**config.mk**
```make
export PLATFORM = sky130hd
export DESIGN_NAME = fetch_unit_flat
export DESIGN_NICKNAME = d
export VERILOG_FILES = /design/src/rtl/fetch_pkg.sv /design/src/rtl/fetch_if.sv /design/src/rtl/fetch_fifo.sv /design/src/rtl/fetch_unit.sv /design/src/flat_wrapper.sv
export SDC_FILE = /design/constraint.sdc
export NUM_CORES = 1
export LEC_CHECK = 0
export CORE_MARGIN = 2
export CORE_UTILIZATION = 60
export CTS_CLUSTER_SIZE = 25
export DETAILED_ROUTE_END_ITERATION = 8
export DONT_BUFFER_PORTS = 1
export PLACE_DENSITY = 0.79
export SYNTH_ARGS = -nofsm -noshare
export SYNTH_HDL_FRONTEND = slang
export SYNTH_SLANG_ARGS = --single-unit
```
**constraint.sdc**
```tcl
create_clock -name clk -period 8.9 [get_ports clk]
set_input_delay 1.335 -clock clk [delete_from_list [all_inputs] [get_ports clk]]
set_output_delay 1.335 -clock clk [all_outputs]
set_load 0.05 [all_outputs]
```
**src/rtl/fetch_pkg.sv**
```systemverilog
// Shared types and constants for the instruction fetch front-end.
package fetch_pkg;

  localparam int XLEN = 32;
  localparam logic [XLEN-1:0] DEF_RESET_PC = 32'h0000_0000;

  typedef logic [1:0] fetch_state_t;
  localparam fetch_state_t ST_IDLE  = 2'd0;
  localparam fetch_state_t ST_REQ   = 2'd1;
  localparam fetch_state_t ST_DRAIN = 2'd2;

  typedef struct packed {
    logic [XLEN-1:0] pc;
    logic [XLEN-1:0] instr;
  } fetch_entry_t;

  // Word-addressed PC step; wraps naturally at the top of the address space.
  function automatic logic [XLEN-1:0] pc_inc(input logic [XLEN-1:0] pc);
    return pc + XLEN'(1);
  endfunction

endpackage

```
**src/rtl/fetch_if.sv**
```systemverilog
// Fetch bus bundle: instruction-memory read port, redirect input and core-side stream.
interface fetch_if import fetch_pkg::*; ();

  logic            mem_req;
  logic [XLEN-1:0] mem_addr;
  logic            mem_ack;
  logic [XLEN-1:0] mem_rdata;
  logic            redirect_valid;
  logic [XLEN-1:0] redirect_pc;
  logic            out_valid;
  logic            out_ready;
  logic [XLEN-1:0] out_instr;
  logic [XLEN-1:0] out_pc;

  modport master (
    output mem_req, mem_addr, out_valid, out_instr, out_pc,
    input  mem_ack, mem_rdata, redirect_valid, redirect_pc, out_ready
  );

  modport slave (
    input  mem_req, mem_addr, out_valid, out_instr, out_pc,
    output mem_ack, mem_rdata, redirect_valid, redirect_pc, out_ready
  );

endinterface

```
**src/rtl/fetch_fifo.sv**
```systemverilog
// Prefetch queue: power-of-two circular buffer with synchronous flush.
module fetch_fifo #(
  parameter int WIDTH = 64,
  parameter int DEPTH = 4,
  localparam int AW = $clog2(DEPTH),
  localparam int CW = AW + 1
) (
  input  logic             clk,
  input  logic             rst_n,
  input  logic             i_flush,
  input  logic             i_push,
  input  logic [WIDTH-1:0] i_wdata,
  input  logic             i_pop,
  output logic [CW-1:0]    o_count,
  output logic             o_full,
  output logic             o_empty,
  output logic [WIDTH-1:0] o_head
);

  logic [WIDTH-1:0] r_mem [DEPTH];
  logic [AW-1:0]    r_wr_ptr;
  logic [AW-1:0]    r_rd_ptr;
  logic [CW-1:0]    r_count;

  always_ff @(posedge clk or negedge rst_n) begin
    if (!rst_n) begin
      r_wr_ptr <= '0;
      r_rd_ptr <= '0;
      r_count  <= '0;
    end else if (i_flush) begin
      r_wr_ptr <= '0;
      r_rd_ptr <= '0;
      r_count  <= '0;
    end else begin
      if (i_push) r_wr_ptr <= r_wr_ptr + AW'(1);
      if (i_pop)  r_rd_ptr <= r_rd_ptr + AW'(1);
      case ({i_push, i_pop})
        2'b10:   r_count <= r_count + CW'(1);
        2'b01:   r_count <= r_count - CW'(1);
        default: r_count <= r_count;
      endcase
    end
  end

  // Storage carries no reset; the top gates the head with the empty flag.
  always_ff @(posedge clk) begin
    if (i_push && !i_flush) r_mem[r_wr_ptr] <= i_wdata;
  end

  assign o_count = r_count;
  assign o_full  = (r_count == CW'(DEPTH));
  assign o_empty = (r_count == '0);
  assign o_head  = r_mem[r_rd_ptr];

endmodule

```
**src/rtl/fetch_unit.sv**
```systemverilog
// Instruction fetch front-end: one outstanding memory read, prefetch queue,
// and redirect handling that lets a stale in-flight read complete before refetching.
module fetch_unit import fetch_pkg::*; #(
  parameter int              DEPTH    = 4,
  parameter logic [XLEN-1:0] RESET_PC = DEF_RESET_PC
) (
  input  logic    clk,
  input  logic    rst_n,
  fetch_if.master bus
);

  localparam int CW = $clog2(DEPTH) + 1;

  fetch_state_t    r_state;
  logic [XLEN-1:0] r_addr;
  logic [XLEN-1:0] r_pend_pc;

  fetch_state_t    w_state_nxt;
  logic [XLEN-1:0] w_addr_nxt;
  logic [XLEN-1:0] w_pend_nxt;

  logic [CW-1:0]   w_count;
  logic            w_full;
  logic            w_empty;
  fetch_entry_t    w_head;
  fetch_entry_t    w_wdata;
  logic            w_pop;
  logic            w_push;
  logic            w_redir;
  logic            w_req_ack;
  logic [CW:0]     w_cnt_push;
  logic [CW-1:0]   w_cnt_idle;

  assign w_redir   = bus.redirect_valid;
  assign w_pop     = !w_empty && bus.out_ready;
  assign w_req_ack = (r_state == ST_REQ) && bus.mem_ack;
  assign w_push    = w_req_ack && !w_redir && (!w_full || w_pop);
  assign w_wdata   = '{pc: r_addr, instr: bus.mem_rdata};

  // Occupancy after this cycle, with the in-flight request holding a reserved slot.
  assign w_cnt_push = {1'b0, w_count} + (CW+1)'(1) - (CW+1)'(w_pop);
  assign w_cnt_idle = w_count - CW'(w_pop);

  always_comb begin
    w_state_nxt = r_state;
    w_addr_nxt  = r_addr;
    w_pend_nxt  = r_pend_pc;
    case (r_state)
      ST_IDLE: begin
        if (w_redir) begin
          w_addr_nxt  = bus.redirect_pc;
          w_state_nxt = ST_REQ;
        end else if (w_cnt_idle < CW'(DEPTH)) begin
          w_state_nxt = ST_REQ;
        end
      end
      ST_REQ: begin
        if (w_redir) begin
          if (bus.mem_ack) begin
            w_addr_nxt = bus.redirect_pc;
          end else begin
            w_pend_nxt  = bus.redirect_pc;
            w_state_nxt = ST_DRAIN;
          end
        end else if (bus.mem_ack) begin
          w_addr_nxt = pc_inc(r_addr);
          if (!(w_cnt_push < (CW+1)'(DEPTH))) w_state_nxt = ST_IDLE;
        end
      end
      ST_DRAIN: begin
        if (w_redir) w_pend_nxt = bus.redirect_pc;
        // The stale read completes here; its data is dropped.
        if (bus.mem_ack) begin
          w_addr_nxt  = w_redir ? bus.redirect_pc : r_pend_pc;
          w_state_nxt = ST_REQ;
        end
      end
      default: w_state_nxt = ST_IDLE;
    endcase
  end

  always_ff @(posedge clk or negedge rst_n) begin
    if (!rst_n) begin
      r_state   <= ST_IDLE;
      r_addr    <= RESET_PC;
      r_pend_pc <= RESET_PC;
    end else begin
      r_state   <= w_state_nxt;
      r_addr    <= w_addr_nxt;
      r_pend_pc <= w_pend_nxt;
    end
  end

  fetch_fifo #(
    .WIDTH ($bits(fetch_entry_t)),
    .DEPTH (DEPTH)
  ) u_fifo (
    .clk     (clk),
    .rst_n   (rst_n),
    .i_flush (w_redir),
    .i_push  (w_push),
    .i_wdata (w_wdata),
    .i_pop   (w_pop),
    .o_count (w_count),
    .o_full  (w_full),
    .o_empty (w_empty),
    .o_head  (w_head)
  );

  assign bus.mem_req   = (r_state != ST_IDLE);
  assign bus.mem_addr  = r_addr;
  assign bus.out_valid = !w_empty;
  assign bus.out_pc    = w_empty ? '0 : w_head.pc;
  assign bus.out_instr = w_empty ? '0 : w_head.instr;

endmodule
```
**src/flat_wrapper.sv**
```systemverilog
// flat-port wrapper written by rule: the top's interface ports become plain ports
module fetch_unit_flat import fetch_pkg::*;
#(
  parameter int              DEPTH    = 4,
  parameter logic [XLEN-1:0] RESET_PC = DEF_RESET_PC
)
  (clk, rst_n, bus_mem_req, bus_mem_addr, bus_out_valid, bus_out_instr, bus_out_pc, bus_mem_ack, bus_mem_rdata, bus_redirect_valid, bus_redirect_pc, bus_out_ready);
  fetch_if bus_i ();
  input  logic clk;
  input  logic rst_n;
  output wire logic [$bits(bus_i.mem_req)-1:0] bus_mem_req;
  output wire logic [$bits(bus_i.mem_addr)-1:0] bus_mem_addr;
  output wire logic [$bits(bus_i.out_valid)-1:0] bus_out_valid;
  output wire logic [$bits(bus_i.out_instr)-1:0] bus_out_instr;
  output wire logic [$bits(bus_i.out_pc)-1:0] bus_out_pc;
  input wire logic [$bits(bus_i.mem_ack)-1:0] bus_mem_ack;
  input wire logic [$bits(bus_i.mem_rdata)-1:0] bus_mem_rdata;
  input wire logic [$bits(bus_i.redirect_valid)-1:0] bus_redirect_valid;
  input wire logic [$bits(bus_i.redirect_pc)-1:0] bus_redirect_pc;
  input wire logic [$bits(bus_i.out_ready)-1:0] bus_out_ready;
  assign bus_mem_req = bus_i.mem_req;
  assign bus_mem_addr = bus_i.mem_addr;
  assign bus_out_valid = bus_i.out_valid;
  assign bus_out_instr = bus_i.out_instr;
  assign bus_out_pc = bus_i.out_pc;
  assign bus_i.mem_ack = bus_mem_ack;
  assign bus_i.mem_rdata = bus_mem_rdata;
  assign bus_i.redirect_valid = bus_redirect_valid;
  assign bus_i.redirect_pc = bus_redirect_pc;
  assign bus_i.out_ready = bus_out_ready;
  fetch_unit #(.DEPTH(DEPTH), .RESET_PC(RESET_PC)) u_core (.clk(clk), .rst_n(rst_n), .bus(bus_i));
endmodule
```
Word-level counts from Yosys, hierarchy flattened --
Memories as Yosys holds them, arrays and structs flattened. Cells that the tools add are included.
Operators by class: $add $sub $neg 8, $lt $le $gt $ge 2, equality and inequality tests 14, multiplexer cells 28, reductions and logical operators 20
Operators with widths (count):
- 32-bit 2-to-1 mux | 10
- 32-bit one-hot mux with 3 select lines | 1
- 32-bit one-hot mux with 2 select lines | 1
- 32-bit by 1-bit adder with 32-bit output, second input constant | 1
- 2-bit 2-to-1 mux | 11
- 2-bit inequality test, second input constant | 5
- 3-bit inequality test, second input constant | 3
- 2-bit nonzero test | 4
- 2-bit one-hot mux with 3 select lines | 1
- 3-bit one-hot mux with 2 select lines | 1
- 3-bit nonzero test | 2
- 1-bit logical AND | 5
- 5-bit AND reduction | 1
- 2-bit by 1-bit adder with 2-bit output, second input constant | 2
- 3-bit by 1-bit adder with 4-bit output, second input constant | 1
- 2-bit by 1-bit == test with 1-bit output, second input constant | 2
- 2-bit == test, second input constant | 2
- 4-bit by 3-bit less-than comparator with 1-bit output, second input constant | 1
- 4-bit AND reduction | 1
- 4-bit by 1-bit subtractor with 4-bit output | 1
- 3-bit by 1-bit adder with 3-bit output, second input constant | 1
- 3-bit == test, second input constant | 1
- 1-bit zero test | 3
- 3-bit zero test | 1
- 9 further kinds | 10
Storage, ports and cells: bits in registers 73, memory bits (writable) 256, bits of input ports 69, logic and storage cells 79, memories 1
Memories:
- u_core.u_fifo.r_mem | words 4, bits a word 64, read ports 1, clocked after Yosys merged registers in 0, write ports 1, line fetch_fifo.sv:20 | logic [WIDTH-1:0] r_mem [DEPTH];

Depth between registers and ports, before layout --
Gate-level depths: netlist of run 1.
depth in word-level cells 9, depth in mapped cells 11, depth with buffers taken out 9

By module --
A second synthesis of run 1 with hierarchy kept.
Second synthesis, totals: cells, all modules 902, area total of the unflattened synthesis 14224.9 um2
By module, submodules not included:
- fetch_fifo | times used 1, cells each 377, area each 9669.3 um2
- fetch_unit | times used 1, cells each 525, area each 4555.6 um2

Least setup slack after synthesis of run 1 --
OpenSTA, ideal clock, no wires.
path kind in2reg, start point input port bus_redirect_valid, end point memory u_core.u_fifo.r_mem[0][0] (enable), setup time 429 ps, data arrival time 3812 ps, slack 4659 ps, cell stages on the path 5, buffers on the path 2, path through buf_2 nand2b_1 buf_2 a311oi_2 and2_1
On the way: word-level cells in the longest chain between the ends 6
Ends and longest elaborated chain:
- start, declared | line flat_wrapper.sv:18 | input wire logic [$bits(bus_i.redirect_valid)-1:0] bus_redirect_valid;
- 1-bit zero test (*) | line fetch_fifo.sv:47, fetch_unit.sv:37
- 1-bit logical AND (2 in series) | line fetch_unit.sv:37 | assign w_push = w_req_ack && !w_redir && (!w_full || w_pop);
- 1-bit logical AND (*) | line fetch_fifo.sv:47 | if (i_push && !i_flush) r_mem[r_wr_ptr] <= i_wdata;
- 1-bit 2-to-1 mux (*) | line fetch_fifo.sv:47
- 1-bit 2-to-1 mux (not written as such) (*) | line fetch_fifo.sv:47
- end, declared | line fetch_fifo.sv:20
Mark *: on every way between the ends. The rest lies on a longest branch, timed or not.

Final worst setup path of run 1 --
start point register u_core.u_fifo.r_rd_ptr[0], end point output port bus_out_pc[16]
On the way: word-level cells in the longest chain between the ends 2
Ends and longest elaborated chain:
- start, declared | line fetch_fifo.sv:22 | logic [AW-1:0] r_rd_ptr;
- start signal, assigned | line fetch_fifo.sv:36 | if (i_pop) r_rd_ptr <= r_rd_ptr + AW'(1);
- memory 4 x 64 bit
- 32-bit 2-to-1 mux | line fetch_unit.sv:113 | assign bus.out_pc = w_empty ? '0 : w_head.pc;
- end, declared | line flat_wrapper.sv:15 | output wire logic [$bits(bus_i.out_pc)-1:0] bus_out_pc;
No other way between the ends.

==> run summary, run 1 <==
Synth unique cells: 64
CTS tree: done
CTS Hold Buffers Added: 0
Antenna violations before repair: 1
Post-route DRC: 0
Post-CTS Setup Inserts: 0
Post-CTS resize count: 0
Number of buffers inserted by port buffering: 0
Critical Path AT: 3.04 ns
Hold WC Path Type: input port to async pin
Total Routing Usage GR: 26.03%
RSZ-0062 raised after global routing: no
Mapped Cells: 922
CP Capture Type: primary output
Grt peak-use layer: met2
Largest net degree at the start of global routing: 74
Sequential cell area fraction in the yosys report: 65.88%
DR iter-0 viols: 900
Most common cell after layout, fill and taps aside: edfxtp_1
Layout area overhead: 9.261%
Drt total wl: 32740 µm
Post-layout util: 67.03%
Total power: 6.002 mW
First-pass GRT wire length: 50660 µm
MaxCap Viol Count: 0
M3 GR Usage: 7.450%
Initial core utilization: 61.35%
Row count: 56
Clock Path Buffers: 3
Status: completed
Synthesized cell area: 14440 µm²
CTS buffer count: 35
Share of cells above drive strength 1: 21.16%
Synth area leaders: edfxtp_1 53%, dfrtp_1 13%, mux4_2 10%
Vias: 8348
Clk Latency, worst-skew pair: 0.53 ns
DIE AREA: 25330 µm²
H-tree level count: 2
Most frequent cells in the layout: 256 x edfxtp_1, 71 x dfrtp_1, 67 x and2_1, 67 x o21ai_0, 64 x mux4_2
TritonCTS sink count: 329
Final Hold Fails: 0
Layout Skew: 0.01956 ns
Syn_area_per_cell: 15.66 µm²
Setup Total Neg Slack: 0 ns
PD cells: 380.3 nW/µm²
Slew margin rel.: 20.08%
DIE HEIGHT: 159.2 µm
GPL Wtd Cong: 0.8054
Core region area: 23540 µm²
Post-synth top flop: edfxtp_1
Async SR Flop Fraction: 22.19%
Startpoint Class: flip-flop
Met2 usage: 42.35%
Final setup violation count: 0
CP max FO: 47
M1 GR Usage: 34.69%
Die Wd: 159.2 µm
Achievable Freq: 0.2288 GHz
Synthesized flop and latch total: 329
Leakage: 5.252 nW
Max-slew violation count: 0
TritonRoute pass-1 iters: 5
Critical path class: flip-flop to primary output
Required @ worst endpoint: 7.57 ns
Inserted Diodes: 0
Post-synth EDFFs: 256
Post-DP HPWL: 18520 µm
Least-Margin Pin Slew: 1.199 ns
I/O Pins: 167
Number of routed nets with antenna violations: 0
Syn_nets: 1001
Number of global-route vias before repair: 8455
VDD IR max: 0.2685 mV
Area share of the largest cell type after synthesis: 53.23%
Vias/cell: 6.678
Clock root buffer: clkbuf_16
Yosys warning count: 0
Area leader, netlist: edfxtp_1
Fin crit period: 4.370 ns
WL/cell: 26.19 µm
Total global routing overflow: 0
Final Net Count: 986
Part of the cycle the worst path needs: 49.10%
Clk pin slew, worst setup/hold paths: 0.06 ns
==> synthesized netlist by cell type, types with 3 or more instances <==
cell,count
a21oi_1,12
a221oi_1,7
a222oi_1,4
a22o_1,19
a22oi_1,13
a31oi_1,9
a41oi_1,4
and2_1,71
buf_1,4
buf_2,19
buf_6,3
clkbuf_1,34
dfrtp_1,73
edfxtp_1,256
ha_1,9
inv_1,11
mux2_2,51
mux2i_1,5
mux4_2,64
nand2_1,38
nand2b_1,3
nand3_1,13
nand4_1,11
nor2_1,39
nor3_1,5
nor4_1,8
o211ai_1,3
o21ai_0,67
o21ai_1,3
o311ai_0,3
o31a_1,4
o31ai_1,5
or3_1,3
or3b_1,3
xnor2_1,3
xor2_1,7
==> layout make-up <==
cell class | instances | area [µm²]
Sequential cell | 329 | 9519
Fill cell | 1534 | 7762
Timing Repair Buffer | 11 | 82.58
Multi-Input combinational cell | 519 | 4618
Clock buffer | 39 | 890.9
Inverter | 11 | 41.29
Clock inverter | 22 | 229.0
Tap cell | 319 | 399.1
==> worst paths after layout <==
path	slack [ns]	cells after the start	start	to
min in group clk	0.50	1	u_core.r_pend_pc[1]	u_core.r_pend_pc[1]
setup reg to reg	5.07	6	u_core.r_state[1]	u_core.u_fifo.r_mem[2][5]
hold / removal	0.50	0	rst_n	u_core.r_pend_pc[2]
max in group asynchronous	8.26	0	rst_n	u_core.u_fifo.r_rd_ptr[0]
setup / recovery	4.53	3	u_core.u_fifo.r_rd_ptr[0]	bus_out_pc[16]
hold reg to reg	0.50	1	u_core.r_pend_pc[1]	u_core.r_pend_pc[1]
==> where the power goes <==
| group | internal (mW) | switching, mW |
|---|---|---|
| clock network | 0.818 | 0.601 |
| registers | 1.95 | 0.555 |
| logic | 0.640 | 1.44 |
| total | 3.41 | 2.60 |
==> per-layer routing <==
| metal | vias to the layer above | routed length (µm) |
|---|---|---|
| li1 | 3595 | - |
| met1 | 4292 | 12850 |
| met3 | 61 | 2987 |
| met5 | - | 7 |
| met4 | 2 | 767 |
| met2 | 398 | 16120 |
==> cell families after synthesis <==
logic type      share of synthesized area, %
simple gates                           8.048
compound gates                         7.962
buf+inv                                2.287
xor+xnor                              0.6065
flops                                  65.88
fa+ha+maj                             0.9183
mux                                    14.30
==> flip-flops by register name (all words and copies together) (netlist names) <==
signal and cells:
u_core.bus.mem_addr 32, u_core.r_pend_pc 32, u_core.r_state 2, u_core.u_fifo.o_count 3
u_core.u_fifo.r_mem 256, u_core.u_fifo.r_rd_ptr 2, u_core.u_fifo.r_wr_ptr 2
==> metrics by stage <==
step | worst slack, ns | hold WS, ns | cell area, µm² | instances
CTS | 4.422 | 0.4866 | 15780 | 1250
detailed placement | 4.618 | 0.4918 | 14660 | 1189
floorplan | 4.659 | 0.4767 | 14440 | 922
global placement | 4.663 | 0.4851 | 14660 | 1189
finish | 4.530 | 0.4954 | 15780 | 1250
global route | 4.320 | 0.4831 | 15780 | 1250
==> critical path: stages (launching register included) <==
cell and delay, ns:
dfrtp_4 0.68, buf_4 0.80, mux4_2 0.66, and2_1 0.35
No activity file was read; power rests on OpenSTA's default activity.
==> inputs of run 2 (changes only) <==
--- a/config.mk
+++ b/config.mk
@@ -6,11 +6,11 @@
 export NUM_CORES = 1
 export LEC_CHECK = 0
 export CORE_MARGIN = 2
-export CORE_UTILIZATION = 60
+export CORE_UTILIZATION = 57
 export CTS_CLUSTER_SIZE = 25
 export DETAILED_ROUTE_END_ITERATION = 8
 export DONT_BUFFER_PORTS = 1
-export PLACE_DENSITY = 0.79
+export PLACE_DENSITY = 0.78
 export SYNTH_ARGS = -nofsm -noshare
 export SYNTH_HDL_FRONTEND = slang
 export SYNTH_SLANG_ARGS = --single-unit
==> constraint.sdc (replaced) <==
create_clock -name clk -period 4 [get_ports clk]
set_input_delay 0.6 -clock clk [delete_from_list [all_inputs] [get_ports clk]]
set_output_delay 0.6 -clock clk [all_outputs]
set_load 0.05 [all_outputs]
==> run 2 against run 1 <==
Global-route usage shrank 2.5 points. Cell count grew 3.3%. Count of clock-buffer cells in the layout grew 4. Utilization shrank 2.8 points. Critical path depth is the same. Combinational power grew to 2.5 times the previous value. Worst hold slack lost 0.32 ns. Critical endpoint is now bus_out_pc[26]. Largest power group is now combinational cells.
==> run summary, run 2 (synthesis results as in run 1) <==
Status: completed
Total power: 13.42 mW
Vias/cell: 6.322
Biggest register: u_core.u_fifo.r_mem
Final cell count without fillers: 1291
WL/cell: 23.97 µm
First-pass GRT wire length: 47910 µm
TritonRoute pass-1 iters: 5
Drt total wl: 30940 µm
Final Hold Fails: 0
TritonCTS sink count: 329
CTS buffer count: 35
Clk pwr share: 22.8%
Comb pwr share: 39.1%
Share of cells above drive strength 1: 22.89%
Critical path class: flip-flop to primary output
Vias: 8162
Row count: 58
Clock Path Buffers: 3
Largest net degree at the start of global routing: 74
Hold slack: 0.1770 ns
Flop pwr share: 38.2%
Leakage: 5.408 nW
FF/Latch Area: 9519 µm²
Fin crit period: 3.278 ns
Worst Hold Launch: bus_redirect_valid
PD cells: 835.1 nW/µm²
R2R setup slack: 0.75 ns
Fillers: 1739
CP Launch Point: u_core.u_fifo.o_count[1]
GPL Wtd Cong: 0.8467
Slew margin rel.: 42.53%
Total Routing Usage GR: 23.49%
Clk pin slew, worst setup/hold paths: 0.06 ns
Hold WC Path Type: input port to flip-flop
CP max FO: 51
Final Net Count: 1014
Antenna violations before repair: 0
Post-DP HPWL: 19810 µm
Clk Latency, worst-skew pair: 0.52 ns
Post-layout util: 64.20%
H-tree level count: 2
Post-route DRC: 0
I/O Pins: 167
Layout area overhead: 11.29%
Core region area: 25040 µm²
Achievable Freq: 0.3051 GHz
Post-CTS Setup Inserts: 0
Inserted Diodes: 0
R2R Path Start: u_core.r_state[1]
Total global routing overflow: 0
Most frequent cells in the layout: 256 x edfxtp_1, 71 x dfrtp_1, 67 x and2_1, 67 x o21ai_0, 64 x mux4_2
Pint: 7.687 mW
Least-Margin Pin Slew: 0.8620 ns
Max FFs per register: 256
Initial core utilization: 57.69%
Number of buffers inserted by port buffering: 0
Number of routed nets with antenna violations: 0
Area of the multi-input gates: 4618 µm²
Setup Total Neg Slack: 0 ns
CP Capture Type: primary output
Most common cell after layout, fill and taps aside: edfxtp_1
MaxCap Viol Count: 0
Layout Skew: 0.01872 ns
Required @ worst endpoint: 3.40 ns
DIE HEIGHT: 163.2 µm
DR iter-0 viols: 883
CTS tree: done
RSZ-0062 raised after global routing: no
Part of the cycle the worst path needs: 81.95%
Post-CTS resize count: 0
Net switching power: 5.736 mW
Dpl cells: 1226
Sw Ratio: 42.73%
DIE AREA: 26630 µm²
Max-slew violation count: 0
Number of global-route vias before repair: 8200
Critical Path AT: 2.68 ns
Final setup violation count: 0
Startpoint Class: flip-flop
Die Wd: 163.2 µm
VDD IR max: 0.6243 mV
Clock root buffer: clkbuf_16
==> run 2: routing by layer <==
| layer | part of all wire [%] | routed length [µm] | global-route usage, % |
|---|---|---|---|
| met2 | 48 | 14980 | 37.76 |
| met1 | 40 | 12430 | 32.11 |
| met5 | 0 | 0 | 0 |
| met3 | 9.3 | 2874 | 6.475 |
| met4 | 2.1 | 660 | 5.994 |
==> run 2: final timing paths <==
kind	end	cells past startpoint
max	bus_out_pc[26]	3
min	u_core.u_fifo.r_wr_ptr[1]	1
max reg2reg	u_core.u_fifo.r_mem[1][39]	6
min reg2reg	u_core.r_pend_pc[18]	1
max in group asynchronous	u_core.bus.mem_addr[10]	2
min in group asynchronous	u_core.bus.mem_addr[16]	2
==> run 2: cell type report <==
cell class	count	share of cell area (%)
Clock inverter	20	0.8252
Tap cell	330	2.569
Inverter	11	0.2569
Sequential cell	329	59.22
Clock buffer	43	5.963
Multi-Input combinational cell	519	28.73
Timing Repair Buffer	39	2.429
==> run 2: per-stage QoR <==
stage	worst slack, ns	area [µm²]
after floorplan	0.4941	14440
final	0.7219	16070
after global routing	0.5648	16070
after global placement	0.9274	14940
after CTS	0.6848	16070
after detailed placement	0.8013	14940
==> run 2: power groups by stage <==
stage | combinational [mW] | sequential (mW) | clock [mW]
finish | 5.24 | 5.12 | 3.06
global route | 5.59 | 5.20 | 3.23
CTS | 5.27 | 5.12 | 3.09
detailed placement | 5.22 | 5.19 | 0
global placement | 5.13 | 5.16 | 0
floorplan | 4.10 | 5.26 | 0
==> run 2: what timing repair did <==
item	4_1_cts	5_1_grt
setup endpoints to repair	0	0
endpoints found under the hold margin	73	0
hold buffers	2	0
==> run 2: worst max-delay path: stages (launching register included) <==
cell and delay (ns):
dfrtp_1 0.53, or3_2 0.72, buf_4 0.40, and2_1 0.50
